[src/rtl/cpu_ctrl_pkg.sv]
// Shared encodings for the multi-cycle CPU sequencer: FSM states, memory
// address sources, ALU operand sources and instruction classes.
package cpu_ctrl_pkg;

    typedef enum logic [3:0] {
        FETCH  = 4'd0,
        DECODE = 4'd1,
        RIMM   = 4'd2,
        RADDR  = 4'd3,
        RVAL   = 4'd4,
        RIND_A = 4'd5,
        RIND_B = 4'd6,
        EXEC   = 4'd7,
        HALT   = 4'd8
    } state_e;

    typedef enum logic [1:0] {
        CLS_A   = 2'd0,
        CLS_I   = 2'd1,
        CLS_J   = 2'd2,
        CLS_ILL = 2'd3
    } class_e;

    typedef enum logic [2:0] {
        MODE_REG   = 3'd0,
        MODE_IMM   = 3'd1,
        MODE_ABS   = 3'd2,
        MODE_IND_A = 3'd3,
        MODE_IND_B = 3'd4
    } mode_e;

    localparam logic [1:0] READ_FROM_PC  = 2'd0;
    localparam logic [1:0] READ_FROM_VAL = 2'd1;
    localparam logic [1:0] READ_FROM_A   = 2'd2;
    localparam logic [1:0] READ_FROM_B   = 2'd3;

    localparam logic [2:0] ALU1_PC  = 3'd4;
    localparam logic [2:0] ALU1_MEM = 3'd5;
    localparam logic [2:0] ALU2_ONE = 3'd4;
    localparam logic [2:0] ALU2_OP  = 3'd5;

    localparam logic [3:0] ALU_FUNC_ADD = 4'b0000;
    localparam logic [3:0] ALU_FUNC_JMP = 4'b0110;

endpackage

[src/rtl/cpu_op_decode.sv]
// Combinational instruction field decoder: class, operand mode, destination
// register and the EXEC-cycle ALU controls.
module cpu_op_decode
    import cpu_ctrl_pkg::*;
(
    input  logic [15:0] opcode,
    output class_e      op_class,
    output mode_e       mode,
    output logic [2:0]  dest,
    output logic [3:0]  alu_func,
    output logic [2:0]  alu_a,
    output logic [2:0]  alu_b
);

    logic [2:0] s1;
    assign s1 = opcode[11:9];

    always_comb begin
        if (opcode[15])                 op_class = CLS_J;
        else if (opcode[14])            op_class = CLS_I;
        else if (opcode[13:12] == 2'b00) op_class = CLS_A;
        else                            op_class = CLS_ILL;

        mode = MODE_REG;
        if (s1[2]) begin
            case (s1[1:0])
                2'b00:   mode = MODE_IMM;
                2'b01:   mode = MODE_ABS;
                2'b10:   mode = MODE_IND_A;
                default: mode = MODE_IND_B;
            endcase
        end

        alu_a    = s1[2] ? ALU1_MEM : {1'b0, s1[1:0]};
        alu_b    = {1'b0, opcode[4:3]};
        alu_func = opcode[8:5];
        dest     = {1'b0, opcode[1:0]};

        case (op_class)
            CLS_I: begin
                alu_b    = ALU2_OP;
                alu_func = {opcode[8], opcode[8], opcode[13:12]};
                dest     = s1[2] ? opcode[2:0] : s1;
            end
            CLS_J: begin
                alu_a    = ALU1_PC;
                alu_b    = ALU2_OP;
                alu_func = ALU_FUNC_JMP;
                dest     = 3'd0;
            end
            default: ;
        endcase
    end

endmodule

[src/rtl/cpu_seq_controller.sv]
// Multi-cycle CPU control FSM: fetch, decode, operand read and execute with
// memory wait states, illegal-opcode trap and HALT/resume.
module cpu_seq_controller
    import cpu_ctrl_pkg::*;
#(
    parameter int NREG         = 3,
    parameter int MEM_WAIT     = 1,
    parameter int TRAP_ILLEGAL = 1
) (
    input  logic            clk,
    input  logic            rst,
    input  logic [15:0]     opcode,
    input  logic            memReady,
    input  logic            resume,
    output logic            memRead,
    output logic [1:0]      memAddr,
    output logic            enPC,
    output logic            saveOpcode,
    output logic            saveMem,
    output logic [3:0]      aluFunc,
    output logic [2:0]      aluA,
    output logic [2:0]      aluB,
    output logic [NREG-1:0] regEn,
    output logic            halted,
    output logic            illegal
);

    state_e     state_q, state_d;
    logic       illegal_q, illegal_d;
    class_e     op_class;
    mode_e      mode;
    logic [2:0] dest;
    logic [3:0] dec_func;
    logic [2:0] dec_a, dec_b;
    logic       mem_rdy;
    logic       save_op_raw, save_mem_raw, en_pc_raw, reg_wr;

    assign mem_rdy = (MEM_WAIT != 0) ? memReady : 1'b1;

    cpu_op_decode u_dec (
        .opcode   (opcode),
        .op_class (op_class),
        .mode     (mode),
        .dest     (dest),
        .alu_func (dec_func),
        .alu_a    (dec_a),
        .alu_b    (dec_b)
    );

    always_ff @(posedge clk) begin
        if (!rst) begin
            state_q   <= FETCH;
            illegal_q <= 1'b0;
        end else begin
            state_q   <= state_d;
            illegal_q <= illegal_d;
        end
    end

    always_comb begin
        state_d   = state_q;
        illegal_d = illegal_q;
        case (state_q)
            FETCH:  if (mem_rdy) state_d = DECODE;
            DECODE: begin
                case (op_class)
                    CLS_ILL: begin
                        if (TRAP_ILLEGAL != 0) begin
                            state_d   = HALT;
                            illegal_d = 1'b1;
                        end else begin
                            state_d = FETCH;
                        end
                    end
                    CLS_J:   state_d = EXEC;
                    default: begin
                        case (mode)
                            MODE_IMM:   state_d = RIMM;
                            MODE_ABS:   state_d = RADDR;
                            MODE_IND_A: state_d = RIND_A;
                            MODE_IND_B: state_d = RIND_B;
                            default:    state_d = EXEC;
                        endcase
                    end
                endcase
            end
            RIMM:   if (mem_rdy) state_d = EXEC;
            RADDR:  if (mem_rdy) state_d = RVAL;
            RVAL, RIND_A, RIND_B: if (mem_rdy) state_d = EXEC;
            EXEC:   state_d = FETCH;
            HALT: begin
                if (resume) begin
                    state_d   = FETCH;
                    illegal_d = 1'b0;
                end
            end
            default: state_d = HALT;
        endcase
    end

    always_comb begin
        memRead      = 1'b0;
        memAddr      = READ_FROM_PC;
        aluFunc      = 4'd0;
        aluA         = 3'd0;
        aluB         = 3'd0;
        save_op_raw  = 1'b0;
        save_mem_raw = 1'b0;
        en_pc_raw    = 1'b0;
        reg_wr       = 1'b0;
        halted       = 1'b0;
        case (state_q)
            FETCH: begin
                memRead     = 1'b1;
                aluA        = ALU1_PC;
                aluB        = ALU2_ONE;
                aluFunc     = ALU_FUNC_ADD;
                save_op_raw = mem_rdy;
                en_pc_raw   = mem_rdy;
            end
            RIMM, RADDR: begin
                memRead      = 1'b1;
                aluA         = ALU1_PC;
                aluB         = ALU2_ONE;
                aluFunc      = ALU_FUNC_ADD;
                save_mem_raw = mem_rdy;
                en_pc_raw    = mem_rdy;
            end
            RVAL: begin
                memRead      = 1'b1;
                memAddr      = READ_FROM_VAL;
                save_mem_raw = mem_rdy;
            end
            RIND_A: begin
                memRead      = 1'b1;
                memAddr      = READ_FROM_A;
                save_mem_raw = mem_rdy;
            end
            RIND_B: begin
                memRead      = 1'b1;
                memAddr      = READ_FROM_B;
                save_mem_raw = mem_rdy;
            end
            EXEC: begin
                aluA      = dec_a;
                aluB      = dec_b;
                aluFunc   = dec_func;
                en_pc_raw = (op_class == CLS_J);
                reg_wr    = (op_class == CLS_A) || (op_class == CLS_I);
            end
            HALT:    halted = 1'b1;
            default: ;
        endcase
    end

    // Enables are suppressed while reset is asserted so an in-flight stall cannot commit.
    always_comb begin
        regEn = '0;
        for (int i = 0; i < NREG; i++) begin
            regEn[i] = rst && reg_wr && (dest == 3'(i));
        end
    end

    assign saveOpcode = rst && save_op_raw;
    assign saveMem    = rst && save_mem_raw;
    assign enPC       = rst && en_pc_raw;
    assign illegal    = illegal_q;

endmodule

[config.mk]
export PLATFORM = sky130hd
export DESIGN_NAME = cpu_seq_controller
export DESIGN_NICKNAME = d
export VERILOG_FILES = /design/src/rtl/cpu_ctrl_pkg.sv /design/src/rtl/cpu_op_decode.sv /design/src/rtl/cpu_seq_controller.sv
export SDC_FILE = /design/constraint.sdc
export NUM_CORES = 1
export LEC_CHECK = 0
export ABC_AREA = 1
export ABC_CLOCK_PERIOD_IN_PS = 1700
export CAP_MARGIN = 30
export CELL_PAD_IN_SITES_DETAIL_PLACEMENT = 1
export CELL_PAD_IN_SITES_GLOBAL_PLACEMENT = 2
export CORE_ASPECT_RATIO = 0.75
export CORE_MARGIN = 5
export CORE_UTILIZATION = 17
export DETAILED_ROUTE_END_ITERATION = 10
export GPL_TIMING_DRIVEN = 0
export PLACE_DENSITY_LB_ADDON = 0.1
export SLEW_MARGIN = 15
export SYNTH_ARGS = -nofsm -noshare
export SYNTH_HDL_FRONTEND = slang
export SYNTH_SLANG_ARGS = --single-unit
[constraint.sdc]
create_clock -name clk -period 1.7 [get_ports clk]
set_input_delay 0.425 -clock clk [delete_from_list [all_inputs] [get_ports clk]]
set_output_delay 0.425 -clock clk [all_outputs]
set_load 0.02 [all_outputs]
==> out/qor.csv, run 1 <==
metric,value,unit
outcome,"finished, violations left",
failed_checks,negative setup slack,
max-cap-violations,0,
holdBufCountCts,0,
fp-row-count,20,
worst_pin_slew,0.2382,ns
vias,1049,
slowest_stage,dfxtp_4,
ff2ff_setup_slack,0.34,ns
worstPathMaxFanout,10,
cp.required,1.27,ns
crit_family,buffers and inverters,
post-place-ws,-1.114,ns
arrival,1.42,ns
clock_skew,0.0005072,ns
place_area,1197,µm²
synth_nets,161,
cp_slowest_stage_delay,0.37,ns
htree_levels,1,
power.density,1216,nW/µm²
vias_per_cell,4.213,
wire_per_inst,13.20,µm
fin_area,1434,µm²
grt_pass1_vias,1055,
crit_type,reg -> out,
setup_ws,-0.1486,ns
relSlewSlack,84.12,%
clk_latency,0.22,ns
end_kind,output pin,
drive_gt1_share,48.45,%
synthCells,138,
rsz0062_at_grt,true,
drtIter0Drc,33,
grt.overflow.total,0,
antenna_found_initial,0,
die_x,85.71,µm
cts_sinks,5,
post-route-util,34.94,%
cts_buffer_depth,2,
reg2reg_from,state_q[2]$_SDFFE_PN0P_,
ys_warn_count,0,
hpwl,2523,µm
hold_path_class,in -> reg,
die_h,66.78,µm
port_buffers,39,
die_area,5723,µm²
ys_seq_area_share,13.70,%
path_clk_slew,0.03,ns
syn_area,730.7,µm²
io_pins,41,
initial_utilization,17.80,%
fin_crit_sh,108.7,%
cts_made_buffers,3,
antenna_cells,0,
core_area,4104,µm²
postRouteAntennaNets,0,
cts_tree,done,
gp_congestion,0.7342,
grt_util_all_layers,11.61,%
finalWirelength,3286,µm
hold_depth,3,
reg2regPathDepth,9,
synth_cell_types,22,
vdd.ir_drop.worst,0.4062,mV
max_freq,0.5409,GHz
path_cells,inv_4 > nor2_4 > nand3_4 > buf_8 > o32ai_2 > buf_4,
final_nets,218,
final-hold-violation-count,0,
avgSynthCellArea,5.295,µm²
holdPathEnd,state_q[3]$_SDFFE_PN0P_,
ys_seq_elements,5,
area_growth_syn_to_layout,96.23,%
grt_start_max_net_pins,11,
slew_viol_final,0,
grt_pass1_wl,5099,µm
p_leak,0.7345,nW
first_pass_iters,4,
root_buffer,clkbuf_8,
drc_errors,0,
fin_crit,1.849,ns
hp-start,rst,
critPathBufInv,3,
startpoint_type,flip-flop,
setup_viol,16,
r2r_end,state_q[0]$_SDFFE_PN0P_,
-- area by class of cell --
type | instances | area, µm²
multi-input cells | 103 | 639.4
clock buffers | 4 | 45.04
flip-flops and latches | 5 | 112.6
fillers | 540 | 2670
well taps | 55 | 68.82
repair buffers | 52 | 435.4
plain buffers | 2 | 20.02
inverters | 28 | 112.6
-- worst max path at each step --
stage | start | to | slack (ns) | cells past startpoint
detailed placement | opcode[15] | regEn[2] | -1.11 | 8
global route | state_q[2]$_SDFFE_PN0P_ | regEn[2] | -0.26 | 9
finish | state_q[2]$_SDFFE_PN0P_ | enPC | -0.15 | 6
floorplan | state_q[2]$_SDFFE_PN0P_ | aluA[0] | -0.05 | 5
global placement | opcode[15] | regEn[2] | -1.12 | 8
CTS | state_q[2]$_SDFFE_PN0P_ | regEn[0] | -0.14 | 9
-- where the power goes --
| part | leakage, nW | switching [W] | total (W) | internal, W |
|---|---|---|---|---|
| clock network | 0.0228 | 0.0000617 | 0.000223 | 0.000161 |
| registers | 0.0434 | 0.0000953 | 0.000270 | 0.000175 |
| logic | 0.668 | 0.000707 | 0.00125 | 0.000544 |
| total | 0.734 | 0.000864 | 0.00174 | 0.000880 |
-- placed cells by master (no fill, tap or decap), drive strengths merged --
cell type | synthesis | layout
nand2 | 40 | 40
buf | 1 | 37
nor2 | 31 | 31
inv | 27 | 28
clkdlybuf4s50 | 0 | 9
o21ai | 7 | 7
clkbuf | 1 | 7
nand3 | 6 | 6
a21oi | 6 | 6
dlygate4sd2 | 0 | 5
dfxtp | 5 | 5
nor3 | 4 | 4
ha | 3 | 3
a211oi | 2 | 2
o221a | 1 | 1
a22oi | 1 | 1
o32ai | 1 | 1
a31oi | 1 | 1
-- state kept, by name, indices dropped and copies added (netlist names) --
name,cells
state_q,4
illegal,1
-- kinds of logic (layout without fill, tap and decap cells) --
family / Yosys count / count (layout) / synth area share (%)
adders and majority gates: 3 / 3 / 5.138
AOI/OAI and AO/OA: 19 / 19 / 16.78
buffers and inverters: 30 / 86 / 16.61
and+or+nand+nor: 81 / 81 / 47.77
DFF: 5 / 5 / 13.70
-- repair_timing --
action                                  4_1_cts  5_1_grt
endpoints found under the setup margin       22       21
resized for setup                           149       42
setup buffers                                 7        6
pin swaps                                     8        8
-- routing by layer --
metal / routed length (µm) / global-route usage (%)
met1: 1562 / 15.10
met2: 1480 / 18.60
met3: 196 / 3.214
met4: 46 / 3.557
met5: 0 / 0
-- through the flow --
step	cells	power (W)	TNS, ns	hold WS, ns
6_report	249	0.001744	-1.055	0.5132
5_1_grt	249	0.001896	-2.272	0.5269
3_3_place_gp	232	0.001210	-15.06	0.5577
4_1_cts	243	0.001557	-0.8669	0.5374
2_1_floorplan	138	0.0008062	-0.09732	0.5185
3_5_place_dp	232	0.001208	-15.02	0.5644
-- cell usage after synthesis --
cell type	count	area [µm²]
clkbuf_2	1	5.000
a31oi_1	1	6.260
nand2_1	35	131.4
a211oi_1	2	15.01
ha_1	3	37.54
clkinv_1	1	3.750
nand3_1	6	30.03
dfxtp_1	5	100.1
o21ai_0	7	35.03
nor2_2	6	37.54
nor2_1	25	93.84
buf_6	1	11.26
nand2_2	4	25.02
a21oi_1	5	25.02
nor3_1	4	20.02
a21oi_2	1	8.760
nand2_4	1	11.26
inv_1	24	90.09
o32ai_1	1	8.760
inv_2	3	11.26
o221a_2	1	11.26
a22oi_2	1	12.51
-- worst reg2reg max path, stage by stage, from the launching register on --
cell	delay, ns
dfxtp_4	0.35
buf_12	0.13
nor2_4	0.11
buf_4	0.14
nand2_1	0.06
nor2_2	0.17
nand2_1	0.08
nand2_1	0.08
nand2_1	0.07
a21oi_2	0.10
No activity file was read; power rests on OpenSTA's default activity.
==> run 2, diff against run 1 <==
==> constraint.sdc (replaced) <==
create_clock -name clk -period 1.7 [get_ports clk]
set_input_delay 0.17 -clock clk [delete_from_list [all_inputs] [get_ports clk]]
set_output_delay 0.17 -clock clk [all_outputs]
set_load 0.02 [all_outputs]
==> run 2 against run 1 <==
Compared with the run above:
- the flow now finishes without violations
- cell area is 13% lower
- maximum frequency up 14%
- flip-flop and latch count is the same
- clock skew increased by 0.0014 ns
- clock power about the same
- worst setup slack better by 0.23 ns
- sequential power shrank 11%
- worst hold slack lost 0.073 ns
- register-to-register slack barely moved
- final cell count fell by 3.6%
- die area unchanged
- largest power group unchanged
==> out/qor.csv, run 2 (synthesized netlist as in run 1, its figures left out) <==
metric,value,unit,change
busiest_layer,met2,,
end_kind,output pin,,
arrival,1.45,ns,+0.03 ns
path_cells,nor2_1 > inv_1 > nor3_1 > clkdlybuf4s15_2,,
crit_type,reg -> out,,
reg2regPathDepth,8,,-1
holdPathEnd,state_q[2]$_SDFFE_PN0P_,,
die_area,5723,µm²,unchanged
worst_pin_slew,0.3138,ns,+0.07563 ns
grt_pass1_vias,964,,-8.6%
port_buffers,39,,unchanged
hold_depth,3,,unchanged
relSlewSlack,78.86,%,-5.3 points
grt_util_all_layers,10.90,%,-0.70 points
max_freq,0.6172,GHz,+14%
antenna_found_initial,0,,unchanged
rsz0062_at_grt,true,,
vias,1011,,-3.6%
cp_slowest_stage_delay,0.37,ns,about the same
antenna_cells,0,,unchanged
root_buffer,clkbuf_8,,
grt_use_met1,14.96,%,-0.13 points
worstPathMaxFanout,7,,-3
drc_errors,0,,unchanged
grtUsageMet2,17.05,%,-1.6 points
reg2reg_from,state_q[3]$_SDFFE_PN0P_,,
wire_per_inst,12.92,µm,-2.1%
holdBufCountCts,0,,unchanged
die_x,85.71,µm,unchanged
slew_viol_final,0,,unchanged
fp-row-count,20,,unchanged
largest-register,state_q,,
first_pass_iters,4,,unchanged
ff2ff_setup_slack,0.34,ns,about the same
vias_per_cell,4.213,,about the same
drive_gt1_share,27.03,%,-21 points
cts_tree,done,,
final_nets,209,,-4.1%
area_growth_syn_to_layout,70.55,%,
grt.overflow.total,0,,unchanged
core_area,4104,µm²,unchanged
finalWirelength,3101,µm,-5.6%
hpwl,2633,µm,+4.4%
fillers,546,,+1.1%
largest_register_ffs,4,,unchanged
postRouteAntennaNets,0,,unchanged
cts_buffer_depth,2,,unchanged
fin_crit,1.620,ns,-0.2285 ns
grt_start_max_net_pins,11,,unchanged
p_leak,0.6476,nW,-12%
grt_pass1_wl,4795,µm,-6.0%
final-hold-violation-count,0,,unchanged
max-cap-violations,0,,unchanged
layout_common_cells,"nand2_1 (32), nor2_1 (24), inv_1 (23)",,
power.density,1133,nW/µm²,-6.8%
initial_utilization,17.80,%,unchanged
clk_latency,0.22,ns,about the same
io_pins,41,,unchanged
grtUsageMet3,3.585,%,+0.37 points
path_clk_slew,0.04,ns,about the same
dp.cells,232,,unchanged
clock_skew,0.001910,ns,+0.001403 ns
fin_crit_sh,95.30,%,-13 points
vdd.ir_drop.worst,0.2774,mV,-32%
critPathBufInv,2,,-1
hp-start,rst,,
setup_viol,0,,-16
drtIter0Drc,26,,-21%
hold_path_class,in -> reg,,
crit_family,simple AND/OR/NAND/NOR gates,,
cts_sinks,5,,unchanged
cp.required,1.53,ns,+0.26 ns
die_h,66.78,µm,unchanged
startpoint_type,flip-flop,,
htree_levels,1,,unchanged
gp_congestion,0.7913,,+7.8%
outcome,"finished, final reports clean",,
cts_made_buffers,3,,unchanged
post-route-util,30.37,%,-4.6 points
final_cells,240,,-3.6%
holdWs,0.4400,ns,-0.07313 ns
slowest_stage,dfxtp_1,,
mostFrequentLayoutCell,nand2_1,,
r2r_end,state_q[0]$_SDFFE_PN0P_,,
-- run 2: cell types whose count changed in the layout (fill, tap and decap cells not counted), sizes merged --
cell / before / now
dlygate4sd2: 5 / 7
clkdlybuf4s50: 9 / 16
clkdlybuf4s15: 0 / 4
clkbuf: 7 / 8
buf: 37 / 14
-- run 2: layer usage --
layer / vias up / wire [µm] / share of wire [%]
met5: - / 0 / 0
met4: 0 / 0 / 0
met1: 466 / 1616 / 52
li1: 521 / - / -
met2: 24 / 1323 / 43
met3: 0 / 161 / 5.2
-- run 2: repair_timing --
action / 4_1_cts / 5_1_grt
pin swaps: 1 / 4
setup endpoints to repair: 20 / 17
gates cloned: 0 / 0
setup buffers: 1 / 3
resized for setup: 64 / 25
-- run 2: worst reg2reg max path, cell delays in order, from the launching register on --
cell     delay [ns]
dfxtp_1        0.47
inv_1          0.10
nor2_1         0.10
nand2_1        0.12
nor2_2         0.14
inv_2          0.07
nand2_4        0.10
nand2_1        0.07
a21oi_2        0.13
-- run 2: report_power, final --
part	internal [W]	switching, W
logic	0.000349	0.000600
registers	0.000167	0.0000741
clock network	0.000161	0.0000608
total	0.000678	0.000734
-- run 2: per-stage QoR --
step | instance area, µm² | TNS, ns | setup slack [ns] | total power [W]
2_1_floorplan | 730.7 | 0 | 0.1611 | 0.0007982
3_3_place_gp | 1190 | -5.587 | -0.6031 | 0.001198
3_5_place_dp | 1190 | -5.754 | -0.6210 | 0.001202
4_1_cts | 1216 | -0.007496 | -0.007496 | 0.001394
5_1_grt | 1246 | -0.09868 | -0.04502 | 0.001552
6_report | 1246 | 0 | 0.07988 | 0.001412
-- run 2: layout make-up --
class | count | area, µm² | area share (%)
Tap cell | 55 | 68.82 | 5.522
Buffer | 2 | 16.27 | 1.305
Multi-Input combinational cell | 103 | 544.3 | 43.67
Sequential cell | 5 | 105.1 | 8.434
Timing Repair Buffer | 43 | 361.6 | 29.02
Inverter | 28 | 105.1 | 8.434
Clock buffer | 4 | 45.04 | 3.614
-- run 2: how the worst max path moves through the flow --
stage                                  startpoint          to  slack, ns  cells after the start
after floorplan           state_q[2]$_SDFFE_PN0P_        enPC       0.16                      5
after global placement                 opcode[15]    regEn[2]      -0.60                      8
after detailed placement               opcode[15]    regEn[2]      -0.62                      8
after CTS                 state_q[3]$_SDFFE_PN0P_     saveMem     -0.007                      6
after global routing      state_q[2]$_SDFFE_PN0P_        enPC      -0.05                      6
final                     state_q[0]$_SDFFE_PN0P_  saveOpcode       0.08                      4
